File: config.mk
export PLATFORM = sky130hd
export DESIGN_NAME = lbist_ctrl
export DESIGN_NICKNAME = d
export VERILOG_FILES = /design/src/rtl/lbist_pkg.sv /design/src/rtl/lbist_vpipe.sv /design/src/rtl/lbist_ctrl.sv
export SDC_FILE = /design/constraint.sdc
export NUM_CORES = 1
export LEC_CHECK = 0
export CORE_AREA = 2 2 57 72
export CTS_BUF_LIST = sky130_fd_sc_hd__clkbuf_8 sky130_fd_sc_hd__clkbuf_16
export CTS_CLUSTER_DIAMETER = 150
export CTS_CLUSTER_SIZE = 25
export DETAILED_ROUTE_END_ITERATION = 8
export DIE_AREA = 0 0 59 74
export GPL_TIMING_DRIVEN = 0
export PLACE_DENSITY = 0.72
export SLEW_MARGIN = 20
export SYNTH_ARGS = -nofsm -noshare
export SYNTH_HDL_FRONTEND = slang
export SYNTH_HIERARCHICAL = 1
export SYNTH_SLANG_ARGS = --single-unit
File: constraint.sdc
create_clock -name clk -period 2.6 [get_ports clk]
set_clock_uncertainty 0.05 [all_clocks]
set_input_delay 0.52 -clock clk [delete_from_list [all_inputs] [get_ports clk]]
set_output_delay 0.52 -clock clk [all_outputs]
set_load 0.02 [all_outputs]
File: src/rtl/lbist_pkg.sv
// Shared LBIST definitions: controller state encoding and default run geometry.
package lbist_pkg;

  localparam int unsigned PATTERNS_DEF = 16;
  localparam int unsigned ORA_LAT_DEF  = 2;

  typedef enum logic [2:0] {
    ST_IDLE  = 3'd0,
    ST_SEED  = 3'd1,
    ST_RUN   = 3'd2,
    ST_DRAIN = 3'd3,
    ST_DONE  = 3'd4
  } lbist_state_t;

endpackage

File: src/rtl/lbist_vpipe.sv
// Valid pipeline: delays the pattern-advance enable so it lines up with the
// analyzer result of the same pattern.
module lbist_vpipe #(
  parameter int unsigned DEPTH = 2
) (
  input  logic clk,
  input  logic rst,
  input  logic en,
  output logic mark
);

  logic [DEPTH-1:0] sr;

  if (DEPTH == 1) begin : g_one
    always_ff @(posedge clk or negedge rst) begin
      if (!rst) sr <= '0;
      else      sr <= en;
    end
  end else begin : g_multi
    always_ff @(posedge clk or negedge rst) begin
      if (!rst) sr <= '0;
      else      sr <= {sr[DEPTH-2:0], en};
    end
  end

  assign mark = sr[DEPTH-1];

endmodule

File: src/rtl/lbist_ctrl.sv
// Logic BIST run controller: seeds the TPG, applies PATTERNS patterns, drains the
// analyzer latency and reports pass/fail. Optional first-fail log: LBIST_FAIL_LOG_EN.
module lbist_ctrl
  import lbist_pkg::*;
#(
  parameter int unsigned PATTERNS = PATTERNS_DEF,
  parameter int unsigned ORA_LAT  = ORA_LAT_DEF,
  parameter int unsigned CNT_W    = 16
) (
  input  logic             clk,
  input  logic             rst,
  input  logic             start,
  input  logic             RES,
  output logic             tpg_load,
  output logic             tpg_en,
  output logic             busy,
  output logic             done,
  output logic             pass
`ifdef LBIST_FAIL_LOG_EN
  ,
  output logic [CNT_W-1:0] fail_idx,
  output logic [CNT_W-1:0] fail_cnt
`endif
);

  localparam int unsigned DR_W = 4;

  lbist_state_t     state;
  logic [CNT_W-1:0] pat_cnt;
  logic [DR_W-1:0]  dr_cnt;
  logic             fail;
  logic             mark;
  logic             hit_c;
  logic             seed_go_c;

  assign hit_c     = mark & RES;
  assign seed_go_c = start && (state == ST_IDLE || state == ST_DONE);

  lbist_vpipe #(
    .DEPTH(ORA_LAT)
  ) u_vpipe (
    .clk (clk),
    .rst (rst),
    .en  (tpg_en),
    .mark(mark)
  );

  // Run sequencing with registered outputs; fail is sticky until the next seed.
  always_ff @(posedge clk or negedge rst) begin
    if (!rst) begin
      state    <= ST_IDLE;
      pat_cnt  <= '0;
      dr_cnt   <= '0;
      fail     <= 1'b0;
      tpg_load <= 1'b0;
      tpg_en   <= 1'b0;
      busy     <= 1'b0;
      done     <= 1'b0;
      pass     <= 1'b0;
    end else begin
      if (hit_c) fail <= 1'b1;
      case (state)
        ST_IDLE, ST_DONE: begin
          if (start) begin
            state    <= ST_SEED;
            tpg_load <= 1'b1;
            busy     <= 1'b1;
            done     <= 1'b0;
            pass     <= 1'b0;
            fail     <= 1'b0;
          end
        end
        ST_SEED: begin
          state    <= ST_RUN;
          tpg_load <= 1'b0;
          tpg_en   <= 1'b1;
          pat_cnt  <= '0;
        end
        ST_RUN: begin
          if (pat_cnt == CNT_W'(PATTERNS - 1)) begin
            state  <= ST_DRAIN;
            tpg_en <= 1'b0;
            dr_cnt <= '0;
          end else begin
            pat_cnt <= pat_cnt + CNT_W'(1);
          end
        end
        ST_DRAIN: begin
          // The final marked sample lands on this same edge, so fold it into pass.
          if (dr_cnt == DR_W'(ORA_LAT - 1)) begin
            state <= ST_DONE;
            busy  <= 1'b0;
            done  <= 1'b1;
            pass  <= ~(fail | hit_c);
          end else begin
            dr_cnt <= dr_cnt + DR_W'(1);
          end
        end
        default: begin
          state    <= ST_IDLE;
          tpg_load <= 1'b0;
          tpg_en   <= 1'b0;
          busy     <= 1'b0;
          done     <= 1'b0;
          pass     <= 1'b0;
        end
      endcase
    end
  end

`ifdef LBIST_FAIL_LOG_EN
  logic [CNT_W-1:0] res_idx;

  // res_idx numbers the marked samples, i.e. the pattern whose result is on RES.
  always_ff @(posedge clk or negedge rst) begin
    if (!rst) begin
      res_idx  <= '0;
      fail_idx <= '0;
      fail_cnt <= '0;
    end else if (seed_go_c) begin
      res_idx  <= '0;
      fail_idx <= '0;
      fail_cnt <= '0;
    end else if (mark) begin
      res_idx <= res_idx + CNT_W'(1);
      if (RES) begin
        if (!fail) fail_idx <= res_idx;
        if (fail_cnt != '1) fail_cnt <= fail_cnt + CNT_W'(1);
      end
    end
  end
`endif

endmodule

==> results of run 1 <==
[layout make-up]
class | instances | share of cell area, %
Inverter | 3 | 0.620
Clock inverter | 1 | 0.276
Clock buffer | 6 | 4.55
Buffer | 8 | 2.07
Sequential cell | 31 | 42.7
Timing Repair Buffer | 8 | 4.14
Multi-Input combinational cell | 115 | 42.9
Tap cell | 40 | 2.76
[power breakdown]
| group | total, W | leakage, nW | switching [W] | internal (W) |
|---|---|---|---|---|
| logic | 0.000718 | 0.334 | 0.000414 | 0.000303 |
| registers | 0.000714 | 0.391 | 0.000104 | 0.000610 |
| clock network | 0.000386 | 0.0470 | 0.000179 | 0.000207 |
| total | 0.00182 | 0.771 | 0.000697 | 0.00112 |
[state kept, by name, summed over array words and instances (netlist names)]
signal / cells
pat_cnt: 16
dr_cnt: 4
state: 3
u_vpipe/sr: 2
busy: 1
done: 1
fail: 1
pass: 1
tpg_en: 1
tpg_load: 1
[worst max-delay path: cells and delay by family (launching register included)]
kind	cells	cell delay, ns
adder cells (fa/ha/maj)	1	0.21
multiplexers	1	0.27
AND/OR/NAND/NOR	3	0.75
flip-flops	1	0.37
buffers and inverters	1	0.21
[layout by cell type (no fill, tap or decap), drive strengths merged, types with 3 or more instances in the layout]
| master | n |
|---|---|
| nor2 | 6 |
| o211ai | 7 |
| ha | 3 |
| mux2i | 5 |
| buf | 4 |
| nor3 | 4 |
| nand4 | 7 |
| nand2 | 19 |
| clkbuf | 11 |
| o21ai | 8 |
| o22ai | 3 |
| clkdlybuf4s50 | 7 |
| nand3 | 9 |
| inv | 3 |
| dfrtp | 31 |
| nor4 | 4 |
| and3 | 4 |
| o31ai | 4 |
[how the worst max path moves through the flow]
stage | start | endpoint | slack (ns)
2_1_floorplan | pat_cnt[0] | pat_cnt[0] | 0.90
3_3_place_gp | rst | u_vpipe/sr[1] | 0.40
3_5_place_dp | pat_cnt[0] | pat_cnt[0] | 0.64
4_1_cts | pat_cnt[0] | pat_cnt[0] | 0.61
5_1_grt | state[2] | pat_cnt[15] | 0.48
6_report | pat_cnt[0] | pat_cnt[0] | 0.62
[metal layers]
| layer | track usage, % | share of wire, % |
|---|---|---|
| met5 | 0 | 0 |
| met4 | 8.08 | 1.5 |
| met1 | 20.9 | 43 |
| met3 | 5.39 | 3.9 |
| met2 | 28.0 | 51 |
[cells by family (layout without fill, tap and decap cells)]
logic type	after synthesis	in the layout	share of synthesized area [%]
compound gates	37	37	16.6
xor+xnor	3	3	1.64
fa+ha+maj	3	3	2.34
buf+inv	11	26	3.04
flops	31	31	48.4
mux	6	6	3.83
simple gates	66	66	24.1
[metrics by stage]
step / total power (W) / worst slack, ns / area (um^2)
CTS: 0.00183 / 0.614 / 1820
detailed placement: 0.00144 / 0.639 / 1730
global placement: 0.00140 / 0.405 / 1730
floorplan: 0.00122 / 0.896 / 1600
global route: 0.00195 / 0.476 / 1820
finish: 0.00182 / 0.620 / 1820
==> metrics.md, run 1 <==
| Metric | Value |
|---|---|
| Worst hold margin | `roughly 0.22 ns` |
| Worst rel slew slack | `50.3%` |
| Synth top cells by count | `31 x dfrtp_1, 19 x nand2_1, 8 x nand3_1, 8 x o21ai_0, 7 x o211ai_1` |
| Fin crit share | `76.1%` |
| Post-CTS Setup Bufs | `0` |
| Outcome | `complete, no violations` |
| Placed cells | `approximately 200` |
| FF-to-FF path depth | `6` |
| Max H-tree Level | `2` |
| RR Endpoint | `pat_cnt[0]` |
| Maximum VDD drop | `594 uV` |
| Share of layout cells above drive strength 1 | `approximately a tenth` |
| Post-Route Utilization | `between 40% and 50%` |
| Leak | `slightly below 0.8 nW` |
| FF-to-FF Start | `pat_cnt[0]` |
| FF+latch count, synth | `31` |
| Number of standard cells in the final layout excluding fillers | `roughly 210` |
| Synthesis Warnings | `6` |
| Final Critical Period | `1.98 ns` |
| Worst path required time | `between 2 and 3 ns` |
| Antenna violations before repair | `0` |
| GRT Residual Overflow | `0` |
| Synth async-reset ratio | `100%` |
| Chip width | `a little under 60 um` |
| CP max FO | `10` |
| Number of synthesized flops with an enable pin | `0` |
| Multi-input gate area | `roughly 780 um^2` |
| Clock tree buffer depth | `2` |
| Worst skew pair latency | `0.29 ns` |
| Register area share after synthesis | `48.4%` |
| Row Count | `25` |
| Routability cong. | `just over 0.8` |
| Max incr delay on CP | `0.37 ns` |
| PwrDens | `between 1000 and 1500 nW/um^2` |
| Port-buffer cells | `8` |
| Yosys top cell area share | `between 40% and 50%` |
| Layout Nets | `around 180` |
| Syn Nets | `around 160` |
| Clock sink count | `31` |
| CTS root buf | `clkbuf_8` |
| Worst reg-to-reg setup slack | `slightly above 0.6 ns` |
| CORE AREA | `3690 um^2` |
| Final number of setup-violating endpoints | `0` |
| Fmax | `between 500 and 600 MHz` |
| Detailed Route WL | `between 3 and 4 mm` |
| Area contributors post-synth | `dfrtp_1 48%, nand2_1 4.4%, o211ai_1 3.3%` |
| Area grow syn2layout | `13.3%` |
| Routed vias | `around 1.3k` |
| Filler instances | `about 340` |
| I/O pin cnt | `9` |
| Hold_buf cts | `0` |
| Initial Util | `43.4%` |
| Mean Syn Cell Area | `a little over 10 um^2` |
| Antenna-violating nets left | `0` |
| Post-synth top area cell | `dfrtp_1` |
| Cells resized by post-CTS repair | `0` |
| Slew Limit Fails | `0` |
| Number of CTS-inserted buffers | `5` |
| Top-count cell post-synth | `dfrtp_1` |
| Vias in the first global route | `1285` |
| Synth cell types | `47` |
| Setup TNS | `0 ns` |
| DR DRC count | `0` |
| Syn Inst Count | `157` |
| Drt wl/cell | `roughly 15 um` |
| Unrepaired setup endpoints after global routing | `no` |
| CP startpoint kind | `flop` |
| DRC marker count from the first detailed-route iteration | `45` |
| Actual slew at the worst max-slew pin | `0.736 ns` |
| Crit path cell chain | `ha_1 > and3_1 > clkbuf_1 > nand4_2 > and2_1 > mux2_2` |
| Slowest stage cell, crit path | `dfrtp_1` |
| Largest net degree at the start of global routing | `32` |
| Max Cap Viol | `0` |
| HP Class | `input port to async pin` |
| Critical path class | `flop to flop` |
| Count of inserted antenna diode cells | `0` |
| Die ar. | `approximately 4400 um^2` |
| Reg area | `776 um^2` |
| Drt pass-1 iters | `4` |
| Main synth FF type | `dfrtp_1` |
| GRT Resource Usage Total | `17.3%` |
| Routed vias/inst | `approximately 6` |
| Clk slew on worst S/H paths | `around 0.070 ns` |
| Die Ht | `between 70 and 80 um` |
| CP Capture Type | `flop` |
| Post-DP HPWL | `approximately 2.3 mm` |
| First-pass GRT wire length | `between 5 and 6 mm` |
| Hold Fails Final Rpt | `0` |
| Worst Path Arrival | `approximately 2.1 ns` |
| Mapped Area | `~1600 um^2` |
| CTS tree | `built` |
No activity file was read; power rests on OpenSTA's default activity.
==> run 2, diff against run 1 <==
Clock period 2.6 ns to 1.9 ns, I/O delays scaled along.
==> run 2 against run 1 <==
Against the previous run:
- design area grew 5.9%
- sequential cell count unchanged
- combinational power is 48% higher
- global-route usage rose by 0.80 points
- largest cell class unchanged
==> metrics.md, run 2 (same netlist as run 1, synthesis figures left out) <==
| Metric | Value |
|---|---|
| Largest net degree at the start of global routing | `32 (unchanged)` |
| Clock sink count | `31 (unchanged)` |
| Maximum VDD drop | `799 uV (+35%)` |
| Antenna violations before repair | `0 (unchanged)` |
| Number of CTS-inserted buffers | `5 (unchanged)` |
| Slowest stage cell, crit path | `nor4_2` |
| GRT Resource Usage Total | `18.1% (+0.80 points)` |
| Fin crit share | `93.3% (+17 points)` |
| Combinational share of power | `41.4% (+1.9 points)` |
| Placed cells | `205 (unchanged)` |
| CP top delay family | `simple AND/OR/NAND/NOR gates` |
| CP startpoint kind | `flop` |
| Sequential share of power | `38.2% (-1.1 points)` |
| Chip width | `59 um (unchanged)` |
| Die ar. | `4370 um^2 (unchanged)` |
| Commonest non-fill, non-tap cell in the layout | `dfrtp_1` |
| Largest regs | `pat_cnt (16), dr_cnt (4), state (3)` |
| Share of layout cells above drive strength 1 | `18.1% (+7.6 points)` |
| DRC marker count from the first detailed-route iteration | `73 (+62%)` |
| Worst skew pair latency | `0.29 ns (about the same)` |
| Routability cong. | `0.809 (unchanged)` |
| CP Capture Type | `flop` |
| Die Ht | `74 um (unchanged)` |
| Port-buffer cells | `8 (unchanged)` |
| Max H-tree Level | `2 (unchanged)` |
| Biggest register | `pat_cnt` |
| PwrDens | `1340 nW/um^2 (+34%)` |
| Hold_buf cts | `0 (unchanged)` |
| Final Critical Period | `1.77 ns (-0.207 ns)` |
| Clock tree buffer depth | `2 (unchanged)` |
| Switch Pwr | `0.000978 W (+40%)` |
| Unrepaired setup endpoints after global routing | `no` |
| CP Launch Point | `pat_cnt[4]` |
| Max Cap Viol | `0 (unchanged)` |
| Clk slew on worst S/H paths | `0.07 ns (about the same)` |
| Max reg flops | `16 (unchanged)` |
| Leak | `0.823 nW (+6.7%)` |
| First-pass GRT wire length | `5.97 mm (+4.1%)` |
| CP max FO | `9 (-1)` |
| Drt pass-1 iters | `4 (unchanged)` |
| Layout Nets | `184 (+2.8%)` |
| Pint | `0.00160 W (+42%)` |
| Post-DP HPWL | `2.27 mm (unchanged)` |
| Fmax | `564 MHz (+12%)` |
| Row Count | `25 (unchanged)` |
| DR DRC count | `0 (unchanged)` |
| Hold Fails Final Rpt | `0 (unchanged)` |
| Max incr delay on CP | `0.38 ns (about the same)` |
| Number of standard cells in the final layout excluding fillers | `217 (+2.4%)` |
| I/O pin cnt | `9 (unchanged)` |
| CTS tree | `built` |
| Count of inserted antenna diode cells | `0 (unchanged)` |
| Switching Fraction | `38.0% (-0.35 points)` |
| Most frequent cells in the layout | `31 x dfrtp_1, 19 x nand2_1, 8 x o21ai_0, 8 x nand3_1` |
| Slew Limit Fails | `0 (unchanged)` |
| Vias in the first global route | `1314 (+2.3%)` |
| Drt wl/cell | `16.0 um (+4.8%)` |
| HP Class | `input port to async pin` |
| Worst path bufs/invs | `1 (unchanged)` |
| Worst Path Arrival | `1.89 ns (-0.20 ns)` |
| Final number of setup-violating endpoints | `0 (unchanged)` |
| Worst path required time | `2.01 ns (-0.70 ns)` |
| Final total power | `0.00257 W (+42%)` |
| Actual slew at the worst max-slew pin | `0.695 ns (-0.0413 ns)` |
| CORE AREA | `3690 um^2 (unchanged)` |
| Antenna-violating nets left | `0 (unchanged)` |
| Routed vias | `1326 (+2.8%)` |
| GRT Residual Overflow | `0 (unchanged)` |
| Crit path cell chain | `buf_2 > nor4_2 > nand4_4 > and2_1 > mux2_2` |
| Area grow syn2layout | `20.0%` |
| Post-Route Utilization | `52.1% (+2.9 points)` |
| CTS root buf | `clkbuf_8` |
| Outcome | `complete, no violations` |
| Initial Util | `43.4% (unchanged)` |
| Detailed Route WL | `3.48 mm (+7.3%)` |
| Critical path class | `flop to flop` |
| Routed vias/inst | `6.11 (+0.42%)` |
| Worst rel slew slack | `53.7% (+3.4 points)` |
| Clock Power Share | `20.5% (-0.7 points)` |
| FF-to-FF Start | `pat_cnt[4]` |
[run 2: cell count changes in the layout (fill, tap and decap cells not counted), sizes merged]
| cell | change |
|---|---|
| buf | +5 |
[run 2: worst paths after layout]
kind,depth (start not counted),slack (ns),end
min in group clk,0,0.30,u_vpipe/sr[1]
min,1,0.08,pat_cnt[13]
max,5,0.13,pat_cnt[0]
max reg2reg,5,0.13,pat_cnt[0]
max in group asynchronous,1,1.26,pat_cnt[0]
min reg2reg,0,0.30,u_vpipe/sr[1]
[run 2: layer usage]
layer	up-vias	global-route usage (%)	share of wire (%)
met5	-	0	0
met4	0	7.58	1.4
met3	5	5.74	4.2
met2	26	30.1	54
met1	663	21.4	41
li1	632	-	-
[run 2: area by class of cell]
class	count	area (um^2)
fill	322	1770
multi-input combinational	115	833
sequential	31	776
timing repair buffer	13	125
clock buffer	6	82.6
tap	40	50.0
buffer	8	40.0
inverter	3	11.3
clock inverter	1	5.00
[run 2: through the flow]
step | TNS, ns | setup WS (ns) | hold slack, ns | instance area [um^2]
after floorplan | 0 | 0.196 | 0.0344 | 1600
after global placement | -4.81 | -0.155 | 0.288 | 1730
after detailed placement | -0.123 | -0.0614 | 0.295 | 1730
after CTS | 0 | 0.0292 | 0.103 | 1850
after global routing | 0 | 0.0370 | 0.148 | 1920
final | 0 | 0.128 | 0.0824 | 1920
[run 2: repair_timing]
item | 4_1_cts | 5_1_grt
setup buffers | 1 | 4
pin swaps | 1 | 2
setup endpoints to repair | 7 | 10
resized for setup | 6 | 6
[run 2: power by group through the flow]
stage | Combinational (W) | Clock (W) | Sequential, W
5_1_grt | 0.00119 | 0.000565 | 0.00101
3_3_place_gp | 0.000950 | 0 | 0.000971
3_5_place_dp | 0.000985 | 0 | 0.000986
4_1_cts | 0.00103 | 0.000541 | 0.000976
2_1_floorplan | 0.000662 | 0 | 0.00101
6_report | 0.00106 | 0.000527 | 0.000982
==> run 3, diff against run 2 <==
Settings changed: ABC_AREA set to 1, CORE_AREA 2 2 57 72 to 2 2 60 76, DIE_AREA 0 0 59 74 to 0 0 62 78, PLACE_DENSITY 0.72 to 0.71.
==> run 3 against run 2 <==
Against the previous run:
- non-clock buffer count is 9 lower
- first-iteration DRC count grew 5.5%
- total power decreased by 5.0%
- count of clock-buffer cells in the layout rose by 1
- combinational power fell by 9.9%
- worst hold slack got worse by 0.0080 ns
- global-route usage fell by 0.64 points
- critical path type unchanged
- die area grew 11%
- via count up 17%
- utilization shrank 2.5 points
- critical endpoint is now tpg_en
- sequential share of layout area decreased by 1.9 points
- clock power grew 10%
==> metrics.md, run 3 <==
| Metric | Value |
|---|---|
| Number of CTS-inserted buffers | `5 (unchanged)` |
| Maximum VDD drop | `757 uV (-5.2%)` |
| Area contributors post-synth | `dfrtp_1 44%, nand2_1 18%, nand3_1 10%` |
| FF-to-FF Start | `pat_cnt[0]` |
| CTS root buf | `clkbuf_8` |
| Antenna violations before repair | `0 (unchanged)` |
| Leak | `1.03 nW (+25%)` |
| Clock Power Share | `23.8% (+3.3 points)` |
| Number of synthesized flops with an enable pin | `0 (unchanged)` |
| DR DRC count | `0 (unchanged)` |
| Detailed Route WL | `3.65 mm (+4.9%)` |
| Final Critical Period | `1.70 ns (-0.0727 ns)` |
| Max Cap Viol | `0 (unchanged)` |
| Biggest register | `pat_cnt` |
| Max H-tree Level | `2 (unchanged)` |
| Fmax | `588 MHz (+4.3%)` |
| Port-buffer cells | `8 (unchanged)` |
| Yosys top cell area share | `43.9% (-4.5 points)` |
| Vias in the first global route | `1429 (+8.8%)` |
| Worst skew pair latency | `0.28 ns (about the same)` |
| Post-synthesis compound-gate area fraction | `2.62% (-14 points)` |
| Met2 Use GR | `27.5% (-2.6 points)` |
| Post-synthesis xor/xnor area fraction | `1.49% (-0.15 points)` |
| M1 GR Usage | `23.1% (+1.7 points)` |
| CTS tree | `built` |
| Clock sink count | `31 (unchanged)` |
| Filler instances | `399 (+24%)` |
| Mapped Area | `1770 um^2 (+10%)` |
| HP Class | `input port to async pin` |
| CP startpoint kind | `flop` |
| Initial Util | `43.4% (about the same)` |
| Die Ht | `78 um (+5.4%)` |
| Chip width | `62 um (+5.1%)` |
| Synth top cells by count | `86 x nand2_1, 37 x nand3_1, 31 x dfrtp_1` |
| CP Capture Type | `flop` |
| Syn Inst Count | `240 (+53%)` |
| RR Endpoint | `tpg_en` |
| Largest family of logic cells by synthesized area | `simple AND/OR/NAND/NOR gates` |
| Post-synth top area cell | `dfrtp_1` |
| First-pass GRT wire length | `6.44 mm (+7.9%)` |
| Most frequent cells in the layout | `86 x nand2_1, 37 x nand3_1, 31 x dfrtp_1` |
| Clk slew on worst S/H paths | `0.07 ns (about the same)` |
| Clock tree buffer depth | `2 (unchanged)` |
| Top-count cell post-synth | `nand2_1` |
| Final total power | `0.00245 W (-5.0%)` |
| Commonest non-fill, non-tap cell in the layout | `nand2_1` |
| Syn Nets | `247 (+51%)` |
| Sequential share of power | `37.2% (-1.0 points)` |
| Combinational share of power | `39.1% (-2.3 points)` |
| Mean Syn Cell Area | `7.36 um^2 (-28%)` |
| Actual slew at the worst max-slew pin | `0.679 ns (-0.0155 ns)` |
| Antenna-violating nets left | `0 (unchanged)` |
| Worst hold margin | `0.0744 ns (-0.00798 ns)` |
| Layout Nets | `262 (+42%)` |
| Share of layout cells above drive strength 1 | `10.9% (-7.1 points)` |
| Post-Route Utilization | `49.6% (-2.5 points)` |
| Main synth FF type | `dfrtp_1` |
| Fin crit share | `89.5% (-3.8 points)` |
| Gr busiest metal | `met2` |
| Outcome | `complete, no violations` |
| Area grow syn2layout | `14.1%` |
| DRC marker count from the first detailed-route iteration | `77 (+5.5%)` |
| Synth Area in Simple Gates | `44.1% (+20 points)` |
| Pint | `0.00147 W (-7.6%)` |
| Worst rel slew slack | `54.7% (+1.0 points)` |
| Final number of setup-violating endpoints | `0 (unchanged)` |
| Switch Pwr | `0.000971 W (-0.71%)` |
| GRT Residual Overflow | `0 (unchanged)` |
| FF+latch count, synth | `31 (unchanged)` |
| GRT Resource Usage Total | `17.4% (-0.64 points)` |
| Die ar. | `4840 um^2 (+11%)` |
| Slew Limit Fails | `0 (unchanged)` |
| FF-to-FF path depth | `9 (+4)` |
| Dpl cell area | `1910 um^2 (+11%)` |
| M3 GR Usage | `4.17% (-1.6 points)` |
| Unrepaired setup endpoints after global routing | `no` |
| Worst path required time | `2.00 ns (about the same)` |
| CORE AREA | `4070 um^2 (+10%)` |
| Count of inserted antenna diode cells | `0 (unchanged)` |
| Switching Fraction | `39.7% (+1.7 points)` |
| Hold Fails Final Rpt | `0 (unchanged)` |
| Drt wl/cell | `11.7 um (-27%)` |
| Synth cell types | `24 (-49%)` |
| PwrDens | `1210 nW/um^2 (-9.3%)` |
| Largest regs | `pat_cnt (16), dr_cnt (4), state (3)` |
| Drt pass-1 iters | `4 (unchanged)` |
| Post-DP HPWL | `2.55 mm (+12%)` |
| Worst Path Arrival | `1.80 ns (-0.09 ns)` |
| Synth async-reset ratio | `100% (unchanged)` |
| Largest net degree at the start of global routing | `32 (unchanged)` |
| CP max FO | `10 (+1)` |
| Post-Synth Adder-Cell Area | `2.12% (-0.22 points)` |
| Mux cell area share after synthesis | `0% (-3.8 points)` |
| Routed vias/inst | `4.98 (-18%)` |
| Critical path class | `flop to flop` |
| Register area share after synthesis | `43.9% (-4.5 points)` |
| Row Count | `26 (+4.0%)` |
| Routed vias | `1554 (+17%)` |
| Routability cong. | `0.908 (+12%)` |
| Worst reg-to-reg setup slack | `0.20 ns (+0.07 ns)` |
| Synthesis Warnings | `6 (unchanged)` |
| Hold_buf cts | `0 (unchanged)` |
| I/O pin cnt | `9 (unchanged)` |
| Cells resized by post-CTS repair | `0 (-6)` |
| Post-CTS Setup Bufs | `0 (-1)` |
| Design area | `2020 um^2 (+4.8%)` |
| Max reg flops | `16 (unchanged)` |
[run 3: cell count changes after synthesis, sizes merged, moves of 7 or more]
| cell | delta |
|---|---|
| nand3 | +30 |
| nor2 | +26 |
| o211ai | -7 |
| o21ai | -8 |
| inv | +15 |
| nand2 | +71 |
[run 3: worst max path at each step]
stage / start / to / slack, ns
global route: pat_cnt[0] / state[2] / 0.09
detailed placement: pat_cnt[0] / tpg_en / 0.22
CTS: tpg_en / tpg_en / 0.19
global placement: rst / dr_cnt[1] / -0.23
floorplan: pat_cnt[0] / tpg_en / 0.43
finish: pat_cnt[0] / tpg_en / 0.20
[run 3: cell type report]
class / count / area [um^2] / share of cell area (%)
Buffer: 4 / 35.0 / 1.74
Clock buffer: 7 / 96.3 / 4.78
Clock inverter: 1 / 7.51 / 0.372
Inverter: 18 / 67.6 / 3.35
Multi-Input combinational cell: 187 / 888 / 44.1
Sequential cell: 31 / 776 / 38.5
Tap cell: 56 / 70.1 / 3.48
Timing Repair Buffer: 8 / 75.1 / 3.72
[run 3: kinds of logic (layout without fill, tap and decap cells)]
logic type / after synthesis / count (layout)
DFF: 31 / 31
xor gates and xnor gates: 3 / 3
adders and majority gates: 3 / 3
and+or+nand+nor: 174 / 174
AOI/OAI and AO/OA: 7 / 7
buffers and inverters: 22 / 38
[run 3: stage by stage]
step	std cells	setup slack (ns)	TNS [ns]
2_1_floorplan	240	0.429	0
3_3_place_gp	304	-0.232	-7.14
3_5_place_dp	304	0.220	0
4_1_cts	312	0.189	0
5_1_grt	312	0.0901	0
6_report	312	0.200	0
[run 3: layer usage]
layer / up-vias / wire length [um] / part of all wire, %
li1: 799 / - / -
met1: 722 / 1670 / 46
met2: 28 / 1810 / 50
met3: 5 / 129 / 3.5
met4: 0 / 40 / 1.1
met5: - / 0 / 0
[run 3: power by group through the flow]
stage | Sequential [W] | Clock, W | Combinational [W]
CTS | 0.000908 | 0.000593 | 0.000969
finish | 0.000909 | 0.000581 | 0.000955
detailed placement | 0.000919 | 0 | 0.000965
global placement | 0.000917 | 0 | 0.000954
floorplan | 0.000947 | 0 | 0.000653
global route | 0.000929 | 0.000621 | 0.00108
[run 3: worst max-delay path, stage by stage (launching register included)]
cell,delay (ns)
dfrtp_1,0.44
ha_1,0.29
nand3_2,0.18
nor2_2,0.16
nand2_2,0.09
nand2_4,0.09
buf_8,0.14
nand2_1,0.05
nand2_1,0.05
nand2_1,0.04
